$ cat src/rtl/ram_pixel_reader_pkg.sv
// ---------------------------------------------------------------------------
// ram_pixel_reader_pkg
// Shared constants for the image-RAM pixel reader:
//   - default address / pixel widths
//   - image geometry constants
//   - FSM state encoding
//   - small helper for counter widths
// No ports (package).
// ---------------------------------------------------------------------------
package ram_pixel_reader_pkg;

    localparam int ADDR_W_DEF = 18;
    localparam int DATA_W_DEF = 8;

    localparam int IMG_W = 512;
    localparam int IMG_H = 512;

    localparam logic [1:0] ST_IDLE  = 2'd0;
    localparam logic [1:0] ST_RUN   = 2'd1;
    localparam logic [1:0] ST_DRAIN = 2'd2;
    localparam logic [1:0] ST_FIN   = 2'd3;

    // Bits needed to hold an occupancy value of 0..depth.
    function automatic int occ_w(input int depth);
        return $clog2(depth + 1);
    endfunction

endpackage

$ cat src/rtl/ram_pixel_reader_if.sv
// ---------------------------------------------------------------------------
// ram_pixel_reader_if
// Bundles the RAM read bus and the outgoing pixel stream.
//   RAM side   : ren, wen, a (reader -> RAM), q (RAM -> reader)
//   Stream side: out_valid, out_data, out_last (reader -> sink),
//                out_ready (sink -> reader)
// Modports:
//   master - the pixel reader
//   slave  - the RAM plus the downstream sink
// ---------------------------------------------------------------------------
interface ram_pixel_reader_if #(
    parameter int ADDR_W = 18,
    parameter int DATA_W = 8
);
    logic              ren;
    logic              wen;
    logic [ADDR_W-1:0] a;
    logic [DATA_W-1:0] q;
    logic              out_valid;
    logic              out_ready;
    logic [DATA_W-1:0] out_data;
    logic              out_last;

    modport master (
        output ren, wen, a, out_valid, out_data, out_last,
        input  q, out_ready
    );

    modport slave (
        input  ren, wen, a, out_valid, out_data, out_last,
        output q, out_ready
    );
endinterface

$ cat src/rtl/ram_pixel_reader_fifo.sv
// ---------------------------------------------------------------------------
// ram_pixel_reader_fifo
// Small synchronous FIFO used as the output buffer of the pixel reader.
// Head entry is visible combinationally on o_rdata (first-word fall-through).
// Simultaneous push and pop on a full FIFO is accepted.
// Ports:
//   i_clk, i_rst     clock, synchronous active-high reset (empties FIFO)
//   i_push, i_wdata  write strobe and data
//   i_pop            remove head entry
//   o_rdata          head entry
//   o_full, o_empty  status flags
//   o_count          current occupancy (0..DEPTH)
// ---------------------------------------------------------------------------
module ram_pixel_reader_fifo #(
    parameter int DEPTH = 2,
    parameter int WIDTH = 9,
    localparam int CNT_W = $clog2(DEPTH + 1),
    localparam int PTR_W = (DEPTH > 1) ? $clog2(DEPTH) : 1
) (
    input  logic             i_clk,
    input  logic             i_rst,
    input  logic             i_push,
    input  logic [WIDTH-1:0] i_wdata,
    input  logic             i_pop,
    output logic [WIDTH-1:0] o_rdata,
    output logic             o_full,
    output logic             o_empty,
    output logic [CNT_W-1:0] o_count
);

    logic [WIDTH-1:0] r_mem [DEPTH];
    logic [PTR_W-1:0] r_wr_ptr;
    logic [PTR_W-1:0] r_rd_ptr;
    logic [CNT_W-1:0] r_count;
    logic             w_push;
    logic             w_pop;

    // Pointers wrap at DEPTH, which need not be a power of two.
    function automatic logic [PTR_W-1:0] ptr_inc(input logic [PTR_W-1:0] p);
        return (p == PTR_W'(DEPTH - 1)) ? '0 : p + 1'b1;
    endfunction

    assign o_empty = (r_count == '0);
    assign o_full  = (r_count == CNT_W'(DEPTH));
    assign o_count = r_count;
    assign o_rdata = r_mem[r_rd_ptr];

    assign w_pop  = i_pop && !o_empty;
    assign w_push = i_push && (!o_full || w_pop);

    always_ff @(posedge i_clk) begin
        if (w_push) begin
            r_mem[r_wr_ptr] <= i_wdata;
        end
    end

    always_ff @(posedge i_clk) begin
        if (i_rst) begin
            r_wr_ptr <= '0;
            r_rd_ptr <= '0;
            r_count  <= '0;
        end else begin
            if (w_push) r_wr_ptr <= ptr_inc(r_wr_ptr);
            if (w_pop)  r_rd_ptr <= ptr_inc(r_rd_ptr);
            case ({w_push, w_pop})
                2'b10:   r_count <= r_count + 1'b1;
                2'b01:   r_count <= r_count - 1'b1;
                default: r_count <= r_count;
            endcase
        end
    end

endmodule

$ cat src/rtl/ram_pixel_reader.sv
// ---------------------------------------------------------------------------
// ram_pixel_reader
// Read-side initiator for the single-port image RAM (1-cycle registered read,
// Q=0 when REN=0). A START pulse in IDLE latches BASE_ADDR / PIX_CNT; the
// block then reads PIX_CNT consecutive addresses (wrapping mod 2^ADDR_W) and
// presents the pixels in order on a valid/ready stream, OUT_LAST on the
// final one. Reads are credit-limited so the output FIFO never overflows.
// Never writes the RAM.
// Ports:
//   i_clk, i_rst      clock, synchronous active-high reset (aborts transfer)
//   i_start           one-cycle request, sampled only in IDLE
//   i_base_addr       first address
//   i_pix_cnt         pixel count, 0..2^ADDR_W
//   o_busy            high from accepted START through the DONE cycle
//   o_done            one-cycle completion pulse
//   o_stall_cnt       (RAM_PIXEL_READER_PERF_EN only) saturating count of
//                     busy cycles with OUT_VALID=1 and OUT_READY=0
//   io_bus            RAM bus + output stream (ram_pixel_reader_if.master)
// Optional feature macro: RAM_PIXEL_READER_PERF_EN
// ---------------------------------------------------------------------------
module ram_pixel_reader
    import ram_pixel_reader_pkg::*;
#(
    parameter int ADDR_W     = ADDR_W_DEF,
    parameter int DATA_W     = DATA_W_DEF,
    parameter int FIFO_DEPTH = 2
) (
    input  logic              i_clk,
    input  logic              i_rst,
    input  logic              i_start,
    input  logic [ADDR_W-1:0] i_base_addr,
    input  logic [ADDR_W:0]   i_pix_cnt,
    output logic              o_busy,
    output logic              o_done,
`ifdef RAM_PIXEL_READER_PERF_EN
    output logic [31:0]       o_stall_cnt,
`endif
    ram_pixel_reader_if.master io_bus
);

    localparam int CNT_W = occ_w(FIFO_DEPTH);

    logic [1:0]        r_state;
    logic [ADDR_W-1:0] r_addr;        // next address to issue
    logic [ADDR_W-1:0] r_last_addr;   // final address of the run
    logic [ADDR_W-1:0] r_a;           // last issued address, shown while idle
    logic              r_inflight;
    logic              r_inflight_last;

    logic              w_start_ok;
    logic              w_valid;
    logic              w_pop;
    logic              w_issue;
    logic              w_issue_last;
    logic              w_full;
    logic              w_empty;
    logic [CNT_W-1:0]  w_count;
    logic [CNT_W:0]    w_occ;
    logic [CNT_W:0]    w_limit;
    logic [DATA_W:0]   w_head;

    assign w_start_ok = (r_state == ST_IDLE) && i_start;
    assign w_valid    = !w_empty;
    assign w_pop      = w_valid && io_bus.out_ready;

    // Credit rule: occupancy after this cycle (FIFO + in-flight + new read -
    // pop) must stay within FIFO_DEPTH. Written as occ < DEPTH + pop to keep
    // the arithmetic unsigned.
    assign w_occ   = {1'b0, w_count} + {{CNT_W{1'b0}}, r_inflight};
    assign w_limit = (CNT_W + 1)'(FIFO_DEPTH) + {{CNT_W{1'b0}}, w_pop};

    // The full term is implied by the credit rule; kept as a local guard.
    assign w_issue = (r_state == ST_RUN) && (w_occ < w_limit) && (!w_full || w_pop);

    // Comparing against the latched last address handles a full 2^ADDR_W run
    // too: every address is visited once and the match happens only at the end.
    assign w_issue_last = (r_addr == r_last_addr);

    // RAM bus
    assign io_bus.ren = w_issue;
    assign io_bus.wen = 1'b0;
    assign io_bus.a   = w_issue ? r_addr : r_a;

    // Stream from FIFO head; data forced to zero while empty.
    assign io_bus.out_valid = w_valid;
    assign io_bus.out_data  = w_valid ? w_head[DATA_W-1:0] : '0;
    assign io_bus.out_last  = w_valid && w_head[DATA_W];

    assign o_busy = (r_state != ST_IDLE);
    assign o_done = (r_state == ST_FIN);

    always_ff @(posedge i_clk) begin
        if (i_rst) begin
            r_state         <= ST_IDLE;
            r_addr          <= '0;
            r_last_addr     <= '0;
            r_a             <= '0;
            r_inflight      <= 1'b0;
            r_inflight_last <= 1'b0;
        end else begin
            r_inflight      <= w_issue;
            r_inflight_last <= w_issue && w_issue_last;
            if (w_issue) begin
                r_a    <= r_addr;
                r_addr <= r_addr + 1'b1;
            end
            case (r_state)
                ST_IDLE: begin
                    if (w_start_ok) begin
                        r_addr      <= i_base_addr;
                        r_last_addr <= i_base_addr + i_pix_cnt[ADDR_W-1:0] - 1'b1;
                        r_state     <= (i_pix_cnt == '0) ? ST_FIN : ST_RUN;
                    end
                end
                ST_RUN: begin
                    if (w_issue && w_issue_last) r_state <= ST_DRAIN;
                end
                ST_DRAIN: begin
                    if (w_empty && !r_inflight) r_state <= ST_FIN;
                end
                ST_FIN: begin
                    r_state <= ST_IDLE;
                end
                default: begin
                    r_state <= ST_IDLE;
                end
            endcase
        end
    end

    // Read data lands one cycle after REN; a reset clears r_inflight so a
    // read that was in flight is dropped.
    ram_pixel_reader_fifo #(
        .DEPTH (FIFO_DEPTH),
        .WIDTH (DATA_W + 1)
    ) u_fifo (
        .i_clk   (i_clk),
        .i_rst   (i_rst),
        .i_push  (r_inflight),
        .i_wdata ({r_inflight_last, io_bus.q}),
        .i_pop   (w_pop),
        .o_rdata (w_head),
        .o_full  (w_full),
        .o_empty (w_empty),
        .o_count (w_count)
    );

`ifdef RAM_PIXEL_READER_PERF_EN
    logic [31:0] r_stall_cnt;

    always_ff @(posedge i_clk) begin
        if (i_rst || w_start_ok) begin
            r_stall_cnt <= '0;
        end else if (o_busy && w_valid && !io_bus.out_ready && (r_stall_cnt != '1)) begin
            r_stall_cnt <= r_stall_cnt + 1'b1;
        end
    end

    assign o_stall_cnt = r_stall_cnt;
`endif

endmodule

$ cat src/flat_wrapper.sv
// flat-port wrapper written by rule: the top's interface ports become plain ports
module ram_pixel_reader_flat import ram_pixel_reader_pkg::*;
#(
    parameter int ADDR_W     = ADDR_W_DEF,
    parameter int DATA_W     = DATA_W_DEF,
    parameter int FIFO_DEPTH = 2
)
  (i_clk, i_rst, i_start, i_base_addr, i_pix_cnt, o_busy, o_done, io_bus_ren, io_bus_wen, io_bus_a, io_bus_out_valid, io_bus_out_data, io_bus_out_last, io_bus_q, io_bus_out_ready);
  ram_pixel_reader_if #(.ADDR_W(ADDR_W), .DATA_W(DATA_W)) io_bus_i ();
  input  logic i_clk;
  input  logic i_rst;
  input  logic i_start;
  input  logic [ADDR_W-1:0] i_base_addr;
  input  logic [ADDR_W:0] i_pix_cnt;
  output logic o_busy;
  output logic o_done;
  output wire logic [$bits(io_bus_i.ren)-1:0] io_bus_ren;
  output wire logic [$bits(io_bus_i.wen)-1:0] io_bus_wen;
  output wire logic [$bits(io_bus_i.a)-1:0] io_bus_a;
  output wire logic [$bits(io_bus_i.out_valid)-1:0] io_bus_out_valid;
  output wire logic [$bits(io_bus_i.out_data)-1:0] io_bus_out_data;
  output wire logic [$bits(io_bus_i.out_last)-1:0] io_bus_out_last;
  input wire logic [$bits(io_bus_i.q)-1:0] io_bus_q;
  input wire logic [$bits(io_bus_i.out_ready)-1:0] io_bus_out_ready;
  assign io_bus_ren = io_bus_i.ren;
  assign io_bus_wen = io_bus_i.wen;
  assign io_bus_a = io_bus_i.a;
  assign io_bus_out_valid = io_bus_i.out_valid;
  assign io_bus_out_data = io_bus_i.out_data;
  assign io_bus_out_last = io_bus_i.out_last;
  assign io_bus_i.q = io_bus_q;
  assign io_bus_i.out_ready = io_bus_out_ready;
  ram_pixel_reader #(.ADDR_W(ADDR_W), .DATA_W(DATA_W), .FIFO_DEPTH(FIFO_DEPTH)) u_core (.i_clk(i_clk), .i_rst(i_rst), .i_start(i_start), .i_base_addr(i_base_addr), .i_pix_cnt(i_pix_cnt), .o_busy(o_busy), .o_done(o_done), .io_bus(io_bus_i));
endmodule
$ cat config.mk
export PLATFORM = sky130hd
export DESIGN_NAME = ram_pixel_reader_flat
export DESIGN_NICKNAME = d
export VERILOG_FILES = /design/src/rtl/ram_pixel_reader_pkg.sv /design/src/rtl/ram_pixel_reader_if.sv /design/src/rtl/ram_pixel_reader_fifo.sv /design/src/rtl/ram_pixel_reader.sv /design/src/flat_wrapper.sv
export SDC_FILE = /design/constraint.sdc
export NUM_CORES = 1
export LEC_CHECK = 0
export CAP_MARGIN = 20
export CORE_UTILIZATION = 35
export DETAILED_ROUTE_END_ITERATION = 10
export SYNTH_ARGS = -nofsm -noshare
export SYNTH_HDL_FRONTEND = slang
export SYNTH_SLANG_ARGS = --single-unit
$ cat constraint.sdc
create_clock -name i_clk -period 2.8 [get_ports i_clk]
set_input_delay 0.42 -clock i_clk [delete_from_list [all_inputs] [get_ports i_clk]]
set_output_delay 0.42 -clock i_clk [all_outputs]
set_load 0.1 [all_outputs]
==> summary.txt, run 1 <==
DR WL/cell -> 13.7 um
post-synthesis cell count -> 551
Final Hold Viols -> 0
worst hold slack -> 440 ps
final core occ -> 0.495
DR iter-0 viols -> 232
NumNets Final -> 774
flop and latch count out of synthesis -> 81
final slew viol count -> 0
first-pass GRT wire length -> 19.9 mm
Worst-path clk slew -> 70 ps
unrepaired setup endpoints after global routing -> yes
worst r2r dst -> u_core.r_addr[7]$_SDFF_PP0_
Routed Antenna Nets -> 0
clk buf depth -> 2
Peak VDD IR -> 0.387 mV
crit-path max FO -> 6
Die Wd -> 121 um
status -> complete, no violations
Finished Cell Area -> 0.00687 mm2
CTS root buf -> clkbuf_16
adder-cell share of the synthesized area -> 0.110
total power -> 6.11 mW
Area Overhead vs Synth -> 37.9%
clock skew -> 12.3 ps
post-synthesis mux area share -> 0.0565
Final HPWL DP -> 9.69 mm
synthesis warning total -> 0
Syn Nets -> 643
Worst Reg-to-Reg Cells -> 8
Post-Syn Area -> 0.00498 mm2
placed cell areas -> 0.00651 mm2
worst min path class -> flop to flop
H-tree depth reported by CTS -> 3
most frequent cells in the layout -> inv_1, buf_4, dfxtp_1
clk_lat worst skew -> 330 ps
number of global-route vias before repair -> 4157
Pwr per Cell Area -> 890 mW/mm2
GRT overflow -> 0
num ports -> 81
worst slack at placement -> -501 ps
# rows -> 43
CORE AREA -> 0.0139 mm2
Via Count -> 4117
Die ar. -> 0.0147 mm2
fin worst setup slack -> 24.5 ps
port bufs -> 79
r2r startpoint -> u_core.u_fifo.o_count[0]$_SDFFE_PP0P_
Cell variety after synth -> 63
top_reg_cell synth -> dfxtp_1
Post-synth EDFFs -> 18
slew at the pin closest to its max-slew limit -> 769 ps
final setup vio count -> 0
CTS tree -> built
crit share post-route -> 0.991
vias per cell -> 4.75
Final Wtd Congestion -> 0.818
Hold Path End -> u_core.u_fifo.r_mem[1][8]$_DFFE_PP_
achievable clock frequency -> 360 MHz
Post-Route WL -> 11.9 mm
post-synthesis sequential area ratio -> 0.362
Post-Synth XOR/XNOR Area -> 0.0844
Mapped Avg Cell Area -> 9.04 um2
reg2reg setup slack -> 620 ps
max-cap violations -> 0
CP Data Required Time -> 2380 ps
ANT cells -> 0
min Tclk post-route -> 2780 ps
HP Start -> u_core.r_inflight_last$_SDFF_PP0_
largest net degree at the start of global routing -> 44
CTS buffer count -> 9
Rel. slew slack -> 0.486
Synth Area in Compound Gates -> 0.128
TritonCTS Sinks -> 81
Setup crit end kind -> primary output
simple-gate share of the synthesized area -> 0.182
Initial Util -> 0.359
# DRC -> 0
# fillers -> 1330
number of antenna violations at the first check in global routing -> 0
Die H -> 121 um
leakage -> 3.04 nW
Worst EP arrival -> 2360 ps
CP startpoint kind -> flop
Tot GR Track Use -> 0.171
Crit Path Category -> flop to primary output
commonest non-fill, non-tap cell in the layout -> inv_1
drt first pass iters -> 4
share of layout cells above drive strength 1 -> 0.205
largest family of logic cells by synthesized area -> simple AND/OR/NAND/NOR gates
Async SR Flop Fraction -> 0
Hold Path Depth -> 0
==> layer usage <==
layer / GRT usage / vias up / wire length, um
li1: - / 2143 / -
met1: 0.235 / 1866 / 5890
met2: 0.271 / 92 / 5320
met3: 0.0216 / 16 / 437
met4: 0.0679 / 0 / 253
met5: 0 / - / 0
==> through the flow <==
step           setup TNS [ps]  instances
6_report                    0        867
5_1_grt                  -409        867
4_1_cts                     0        866
3_5_place_dp            -2750        850
3_3_place_gp            -2310        850
2_1_floorplan               0        551
==> registers in the layout, indices dropped and copies added (netlist names), named ones only <==
name,count
u_core.r_last_addr,18
u_core.u_fifo.o_count,2
u_core.u_fifo.r_wr_ptr,1
u_core.r_a,18
u_core.r_inflight,1
u_core.u_fifo.r_rd_ptr,1
u_core.r_addr,18
u_core.r_inflight_last,1
u_core.u_fifo.r_mem,18
u_core.r_state,2
==> repair_timing <==
action | CTS | global route
pin swaps | 3 | 8
setup buffers | 0 | 1
endpoints found under the hold margin | 0 | 0
hold buffers | 0 | 0
gates resized for setup | 7 | 6
endpoints found under the setup margin | 21 | 23
==> how the worst max path moves through the flow <==
stage | start | endpoint | cells after the start
finish | u_core.u_fifo.o_count[0]$_SDFFE_PP0P_ | io_bus_a[17] | 8
global route | u_core.u_fifo.o_count[0]$_SDFFE_PP0P_ | io_bus_a[17] | 8
CTS | u_core.u_fifo.o_count[0]$_SDFFE_PP0P_ | io_bus_a[17] | 8
detailed placement | i_base_addr[1] | u_core.r_last_addr[13]$_SDFFE_PP0P_ | 11
global placement | i_base_addr[1] | u_core.r_last_addr[13]$_SDFFE_PP0P_ | 11
floorplan | u_core.u_fifo.o_count[0]$_SDFFE_PP0P_ | io_bus_a[10] | 8
==> kinds of logic after synthesis <==
group / Yosys count
compound gates: 90
xor+xnor: 48
fa+ha+maj: 43
buf+inv: 98
flops: 81
mux: 26
other cells: 1
simple gates: 164
==> where the power goes <==
| group | switching, mW | internal [mW] |
|---|---|---|
| clock | 0.477 | 0.700 |
| sequential | 0.258 | 1.45 |
| combinational | 2.03 | 1.20 |
| total | 2.76 | 3.35 |
==> area by class of cell <==
type	count	area, um2	area share
multi-input cells	372	2830	0.413
repair buffers	139	1400	0.204
clock inverters	7	76.3	0.0111
well taps	180	225	0.0328
inverters	79	302	0.0439
flip-flops and latches	81	1800	0.263
clock buffers	9	225	0.0328
==> worst max-delay path, stage by stage, from the launching register on <==
cell,delay [ps]
dfxtp_2,360
ha_1,220
ha_1,310
nand2b_1,60
a21o_1,200
nand2_2,120
buf_4,190
mux2_2,390
buf_12,180
==> Yosys cell counts, types with 4 or more instances <==
master    instances  area [um2]
a21oi_1          24         120
nor2_1           42         158
clkbuf_1         16        60.1
nand2b_1          4        25.0
mux2_2            4        45.0
a21o_1            8        60.1
a311oi_1          4        35.0
ha_1             42         526
xnor2_1          26         228
nor2b_1          20         125
and3_1            6        37.5
nor4_1           10        62.6
or3_1             7        43.8
nand3_1           9        45.0
dfxtp_1          63        1260
nor3_1            5        25.0
mux2_1           13         146
mux2i_1           9        90.1
inv_1            76         285
nand3b_1          5        37.5
a211oi_1         16         120
xor2_1           22         193
edfxtp_1         18         541
o21ai_0          12        60.1
nand2_1          34         128
No activity file was read; power rests on OpenSTA's default activity.
==> run 2: changes to the inputs <==
--- a/config.mk
+++ b/config.mk
@@ -6,8 +6,10 @@
 export NUM_CORES = 1
 export LEC_CHECK = 0
 export CAP_MARGIN = 20
+export CORE_MARGIN = 4
 export CORE_UTILIZATION = 35
 export DETAILED_ROUTE_END_ITERATION = 10
+export SKIP_LAST_GASP = 1
 export SYNTH_ARGS = -nofsm -noshare
 export SYNTH_HDL_FRONTEND = slang
 export SYNTH_SLANG_ARGS = --single-unit
==> summary.txt, run 2 (synthesis results as in run 1) <==
clk_lat worst skew -> 340 ps (was 330 ps)
number of antenna violations at the first check in global routing -> 0 (unchanged)
Crit Path Category -> flop to primary output (unchanged)
number of global-route vias before repair -> 4117 (was 4157)
final core occ -> 0.500 (was 0.495)
Worst EP arrival -> 2280 ps (was 2360 ps)
CP startpoint kind -> flop (unchanged)
# fillers -> 1333 (was 1330)
commonest non-fill, non-tap cell in the layout -> buf_4 (was inv_1)
most frequent cells in the layout -> buf_4, inv_1, dfxtp_1 (was inv_1, buf_4, dfxtp_1)
DR iter-0 viols -> 197 (was 232)
Initial Util -> 0.359 (unchanged)
final setup vio count -> 0 (unchanged)
Final Hold Viols -> 0 (unchanged)
leakage -> 3.08 nW (was 3.04 nW)
GRT overflow -> 0 (unchanged)
# DRC -> 0 (unchanged)
port bufs -> 79 (unchanged)
Die H -> 127 um (was 121 um)
CP Data Required Time -> 2380 ps (about the same)
drt first pass iters -> 4 (unchanged)
Final HPWL DP -> 9.75 mm (was 9.69 mm)
Net Sw Frac -> 0.453 (was 0.452)
Worst-path clk slew -> 70 ps (about the same)
NumNets Final -> 775 (was 774)
first-pass GRT wire length -> 20.3 mm (was 19.9 mm)
unrepaired setup endpoints after global routing -> yes (unchanged)
num ports -> 81 (unchanged)
status -> complete, no violations (unchanged)
Tot GR Track Use -> 0.153 (was 0.171)
slew at the pin closest to its max-slew limit -> 833 ps (was 769 ps)
Post-Route WL -> 12.2 mm (was 11.9 mm)
worst min path class -> input pin to flop (was flop to flop)
clk buf depth -> 2 (unchanged)
Switch Pwr -> 2.79 mW (was 2.76 mW)
DR WL/cell -> 14.0 um (was 13.7 um)
Logic pwr share -> 0.527 (was 0.528)
Final Wtd Congestion -> 0.809 (was 0.818)
Setup crit end kind -> primary output (unchanged)
Routed Antenna Nets -> 0 (unchanged)
Hold Buf Count CTS -> 0 (unchanged)
clock skew -> 8.90 ps (was 12.3 ps)
Max stage delay on crit path -> 380 ps (was 390 ps)
Rel. slew slack -> 0.445 (was 0.486)
largest net degree at the start of global routing -> 46 (was 44)
Area Overhead vs Synth -> 39.5% (was 37.9%)
TritonCTS Sinks -> 81 (unchanged)
CTS buffer count -> 9 (unchanged)
CTS tree -> built (unchanged)
crit-path max FO -> 6 (unchanged)
ANT cells -> 0 (unchanged)
Via Count -> 4104 (was 4117)
crit share post-route -> 0.966 (was 0.991)
worst hold slack -> 429 ps (was 440 ps)
delay-heaviest family, CP -> adder cells (unchanged)
share of layout cells above drive strength 1 -> 0.218 (was 0.205)
max-cap violations -> 0 (unchanged)
CORE AREA -> 0.0139 mm2 (unchanged)
cell mode on critical path -> ha_1 (unchanged)
Pwr per Cell Area -> 889 mW/mm2 (was 890 mW/mm2)
Peak VDD IR -> 0.340 mV (was 0.387 mV)
CTS root buf -> clkbuf_16 (unchanged)
Die Wd -> 127 um (was 121 um)
Pint -> 3.38 mW (was 3.35 mW)
# rows -> 43 (unchanged)
Bufs and invs on worst path -> 2 (unchanged)
H-tree depth reported by CTS -> 3 (unchanged)
vias per cell -> 4.73 (was 4.75)
slowest CP cell -> mux2_2 (unchanged)
final slew viol count -> 0 (unchanged)
cells along the critical path -> ha_1, ha_1, nand2b_1, a21o_1, nand2_4, buf_6, mux2_2, buf_12 (was ha_1, ha_1, nand2b_1, a21o_1, nand2_2, buf_4, mux2_2, buf_12)
achievable clock frequency -> 370 MHz (was 360 MHz)
Clk pwr share -> 0.197 (was 0.193)
Die ar. -> 0.0162 mm2 (was 0.0147 mm2)
sequential share of power -> 0.277 (was 0.280)
min Tclk post-route -> 2700 ps (was 2780 ps)
run 2: per-stage QoR:
step / instance area [um2] / worst slack (ps) / total power, mW / std cells / TNS (ps)
final: 6950 / 95.3 / 6.17 / 868 / 0
after global placement: 6510 / -445 / 4.89 / 850 / -2280
after floorplan: 4980 / 46.6 / 3.89 / 551 / 0
after detailed placement: 6510 / -536 / 4.94 / 850 / -2910
after CTS: 6850 / -30.9 / 6.18 / 867 / -47.4
after global routing: 6950 / -12.7 / 6.51 / 868 / -35.3
run 2: layout make-up:
class | instances | area (um2) | share of cell area
multi-input cells | 372 | 2880 | 0.415
flip-flops and latches | 81 | 1800 | 0.260
inverters | 79 | 304 | 0.0438
repair buffers | 140 | 1420 | 0.205
clock inverters | 7 | 83.8 | 0.0121
well taps | 180 | 225 | 0.0324
clock buffers | 9 | 225 | 0.0324
run 2: worst reg2reg max path, cell delays in order, from the launching register on:
cell	delay (ps)
dfxtp_2	360
ha_1	200
ha_1	300
nand2b_1	80
a21o_1	170
buf_4	150
nand3_2	180
or3_1	390
a311oi_1	250
run 2: power by group through the flow:
stage / logic [mW] / clock network (mW) / registers (mW)
after floorplan: 2.25 / 0 / 1.64
after global placement: 3.17 / 0 / 1.72
after detailed placement: 3.20 / 0 / 1.73
after CTS: 3.24 / 1.23 / 1.71
after global routing: 3.48 / 1.28 / 1.74
final: 3.25 / 1.21 / 1.71
run 2: path summary, 6_finish.rpt:
path | startpoint | endpoint | slack (ps) | cells after the start
worst max-delay path | u_core.u_fifo.o_count[0]$_SDFFE_PP0P_ | io_bus_a[17] | 100 | 8
worst min-delay path | i_base_addr[0] | u_core.r_addr[0]$_SDFF_PP0_ | 430 | 3
worst max register to register | u_core.u_fifo.o_count[0]$_SDFFE_PP0P_ | u_core.r_addr[7]$_SDFF_PP0_ | 640 | 8
worst min register to register | u_core.r_inflight_last$_SDFF_PP0_ | u_core.u_fifo.r_mem[0][8]$_DFFE_PP_ | 440 | 0
run 2: routing by layer:
metal / share of wire / routed length (um) / up-vias / track usage
li1: - / - / 2140 / -
met1: 0.47 / 5750 / 1871 / 0.213
met2: 0.46 / 5620 / 82 / 0.248
met3: 0.056 / 677 / 11 / 0.0272
met4: 0.012 / 144 / 0 / 0.0397
met5: 0 / 0 / - / 0
run 2: what timing repair did:
item	in CTS	in global routing
setup endpoints to repair	20	24
buffers inserted	1	1
resized for setup	6	23
pin swaps	3	9
==> run 3: changes to the inputs <==
==> constraint.sdc (replaced) <==
create_clock -name i_clk -period 2.5 [get_ports i_clk]
set_input_delay 0.375 -clock i_clk [delete_from_list [all_inputs] [get_ports i_clk]]
set_output_delay 0.375 -clock i_clk [all_outputs]
set_load 0.1 [all_outputs]
==> summary.txt, run 3 (synthesis results as in run 1) <==
DR WL/cell -> 14.9 um (was 14.0 um)
cell mode on critical path -> ha_4 (was ha_1)
slew at the pin closest to its max-slew limit -> 834 ps (was 833 ps)
number of global-route vias before repair -> 4335 (was 4117)
NumNets Final -> 801 (was 775)
fin worst setup slack -> -96.4 ps (was 95.3 ps)
clk_lat worst skew -> 330 ps (was 340 ps)
H-tree depth reported by CTS -> 3 (unchanged)
Max stage delay on crit path -> 340 ps (was 380 ps)
Final Wtd Congestion -> 0.873 (was 0.809)
GR Util met1 -> 0.210 (was 0.213)
# rows -> 43 (unchanged)
TritonCTS Sinks -> 81 (unchanged)
Net Sw Frac -> 0.443 (was 0.453)
clk buf depth -> 2 (unchanged)
CTS tree -> built (unchanged)
grt met2 use -> 0.274 (was 0.248)
crit share post-route -> 1.04
Final HPWL DP -> 9.82 mm (was 9.75 mm)
CTS root buf -> clkbuf_16 (unchanged)
Tot GR Track Use -> 0.163 (was 0.153)
unrepaired setup endpoints after global routing -> yes (unchanged)
Via Count -> 4279 (was 4104)
share of layout cells above drive strength 1 -> 0.336 (was 0.218)
DR iter-0 viols -> 211 (was 197)
Routed Antenna Nets -> 0 (unchanged)
Area Overhead vs Synth -> 52.8% (was 39.5%)
Pint -> 4.16 mW (was 3.38 mW)
Worst EP arrival -> 2220 ps (was 2280 ps)
Setup crit end kind -> primary output (unchanged)
Die H -> 127 um (unchanged)
Crit Path Category -> flop to primary output (unchanged)
status -> complete, but fails checks (was complete, no violations)
clock skew -> 4.79 ps (was 8.90 ps)
violated checks -> setup timing
number of antenna violations at the first check in global routing -> 1 (was 0)
Clk pwr share -> 0.174 (was 0.197)
leakage -> 3.34 nW (was 3.08 nW)
sequential share of power -> 0.258 (was 0.277)
num ports -> 81 (unchanged)
min Tclk post-route -> 2600 ps
placed cell areas -> 0.00666 mm2 (was 0.00651 mm2)
drt first pass iters -> 4 (unchanged)
CP Data Required Time -> 2120 ps (was 2380 ps)
first-pass GRT wire length -> 21.3 mm (was 20.3 mm)
crit-path max FO -> 9 (was 6)
CTS buffer count -> 9 (unchanged)
port bufs -> 79 (unchanged)
Worst-path clk slew -> 60 ps (was 70 ps)
CP startpoint kind -> flop (unchanged)
Logic pwr share -> 0.569 (was 0.527)
Initial Util -> 0.359 (unchanged)
slowest CP cell -> dfxtp_2 (was mux2_2)
Switch Pwr -> 3.30 mW (was 2.79 mW)
largest net degree at the start of global routing -> 47 (was 46)
Setup Total Neg Slack -> -1250 ps (was 0 ps)
Worst Reg-to-Reg Cells -> 14 (was 8)
final setup vio count -> 18 (was 0)
worst min path class -> flop to flop (was input pin to flop)
# DRC -> 0 (unchanged)
Finished Cell Area -> 0.00760 mm2 (was 0.00695 mm2)
Final Hold Viols -> 0 (unchanged)
most frequent cells in the layout -> buf_4, inv_1, dfxtp_1 (unchanged)
Rel. slew slack -> 0.444 (was 0.445)
worst slack at placement -> -642 ps (was -536 ps)
GRT overflow -> 0 (unchanged)
GRT met3 Usage -> 0.0322 (was 0.0272)
Peak VDD IR -> 0.372 mV (was 0.340 mV)
achievable clock frequency -> 385 MHz
Post-Route WL -> 13.4 mm (was 12.2 mm)
Die Wd -> 127 um (unchanged)
Die ar. -> 0.0162 mm2 (unchanged)
Hold Path Depth -> 2 (was 3)
cells along the critical path -> ha_4, ha_4, nand2b_1, a21o_1, nand2_2, inv_6, buf_16, mux2_4, buf_12 (was ha_1, ha_1, nand2b_1, a21o_1, nand2_4, buf_6, mux2_2, buf_12)
commonest non-fill, non-tap cell in the layout -> buf_4 (unchanged)
vias per cell -> 4.79 (was 4.73)
final slew viol count -> 0 (unchanged)
ANT cells -> 0 (unchanged)
gr busiest metal -> met2 (unchanged)
Pwr per Cell Area -> 981 mW/mm2 (was 889 mW/mm2)
max-cap violations -> 0 (unchanged)
CORE AREA -> 0.0139 mm2 (unchanged)
[run 3: path summary, 6_finish.rpt]
| check | startpoint | to | slack [ps] |
|---|---|---|---|
| worst max-delay path | u_core.u_fifo.o_count[0]$_SDFFE_PP0P_ | io_bus_a[10] | -100 |
| worst min-delay path | u_core.r_last_addr[6]$_SDFFE_PP0P_ | u_core.r_last_addr[6]$_SDFFE_PP0P_ | 470 |
| worst max register to register | u_core.u_fifo.o_count[0]$_SDFFE_PP0P_ | u_core.r_addr[7]$_SDFF_PP0_ | -40 |
| worst min register to register | u_core.r_last_addr[6]$_SDFFE_PP0P_ | u_core.r_last_addr[6]$_SDFFE_PP0P_ | 470 |
[run 3: layer usage]
metal	up-vias	part of all wire
met5	-	0.00097
met4	2	0.018
met3	19	0.037
met2	87	0.49
met1	1974	0.45
li1	2197	-
[run 3: per-stage QoR]
stage	util	hold WS (ps)	std cells	power, mW
after floorplan	-	404	551	4.40
after global placement	0.479	416	861	5.60
after detailed placement	0.479	437	861	5.65
after CTS	0.524	451	889	7.33
after global routing	0.548	484	894	7.83
final	0.548	469	894	7.46
[run 3: repair_timing]
action | 4_1_cts | 5_1_grt
endpoints found under the setup margin | 26 | 35
setup buffers | 10 | 5
gates resized for setup | 56 | 62
hold buffers | 0 | 0
pin swaps | 9 | 24
cloned | 2 | 0
[run 3: final cells by class]
| cell class | count | area, um2 |
|---|---|---|
| well taps | 180 | 225 |
| flip-flops and latches | 81 | 1810 |
| clock inverters | 7 | 70.1 |
| multi-input cells | 372 | 3300 |
| clock buffers | 9 | 225 |
| repair buffers | 166 | 1670 |
| inverters | 79 | 304 |
| fillers | 1228 | 6280 |
[run 3: worst max-delay path: cells and delay by family (launching register included)]
family / cells / cell delay (ps)
fa+ha+maj: 2 / 420
compound gates: 1 / 190
buf+inv: 3 / 400
flops: 1 / 340
mux: 1 / 330
simple gates: 2 / 200
[run 3: power by group through the flow]
stage / Sequential [mW] / Combinational, mW / Clock (mW)
after floorplan: 1.84 / 2.56 / 0
after global placement: 1.92 / 3.68 / 0
after detailed placement: 1.93 / 3.72 / 0
after CTS: 1.91 / 4.09 / 1.32
after global routing: 1.96 / 4.49 / 1.38
final: 1.92 / 4.24 / 1.29
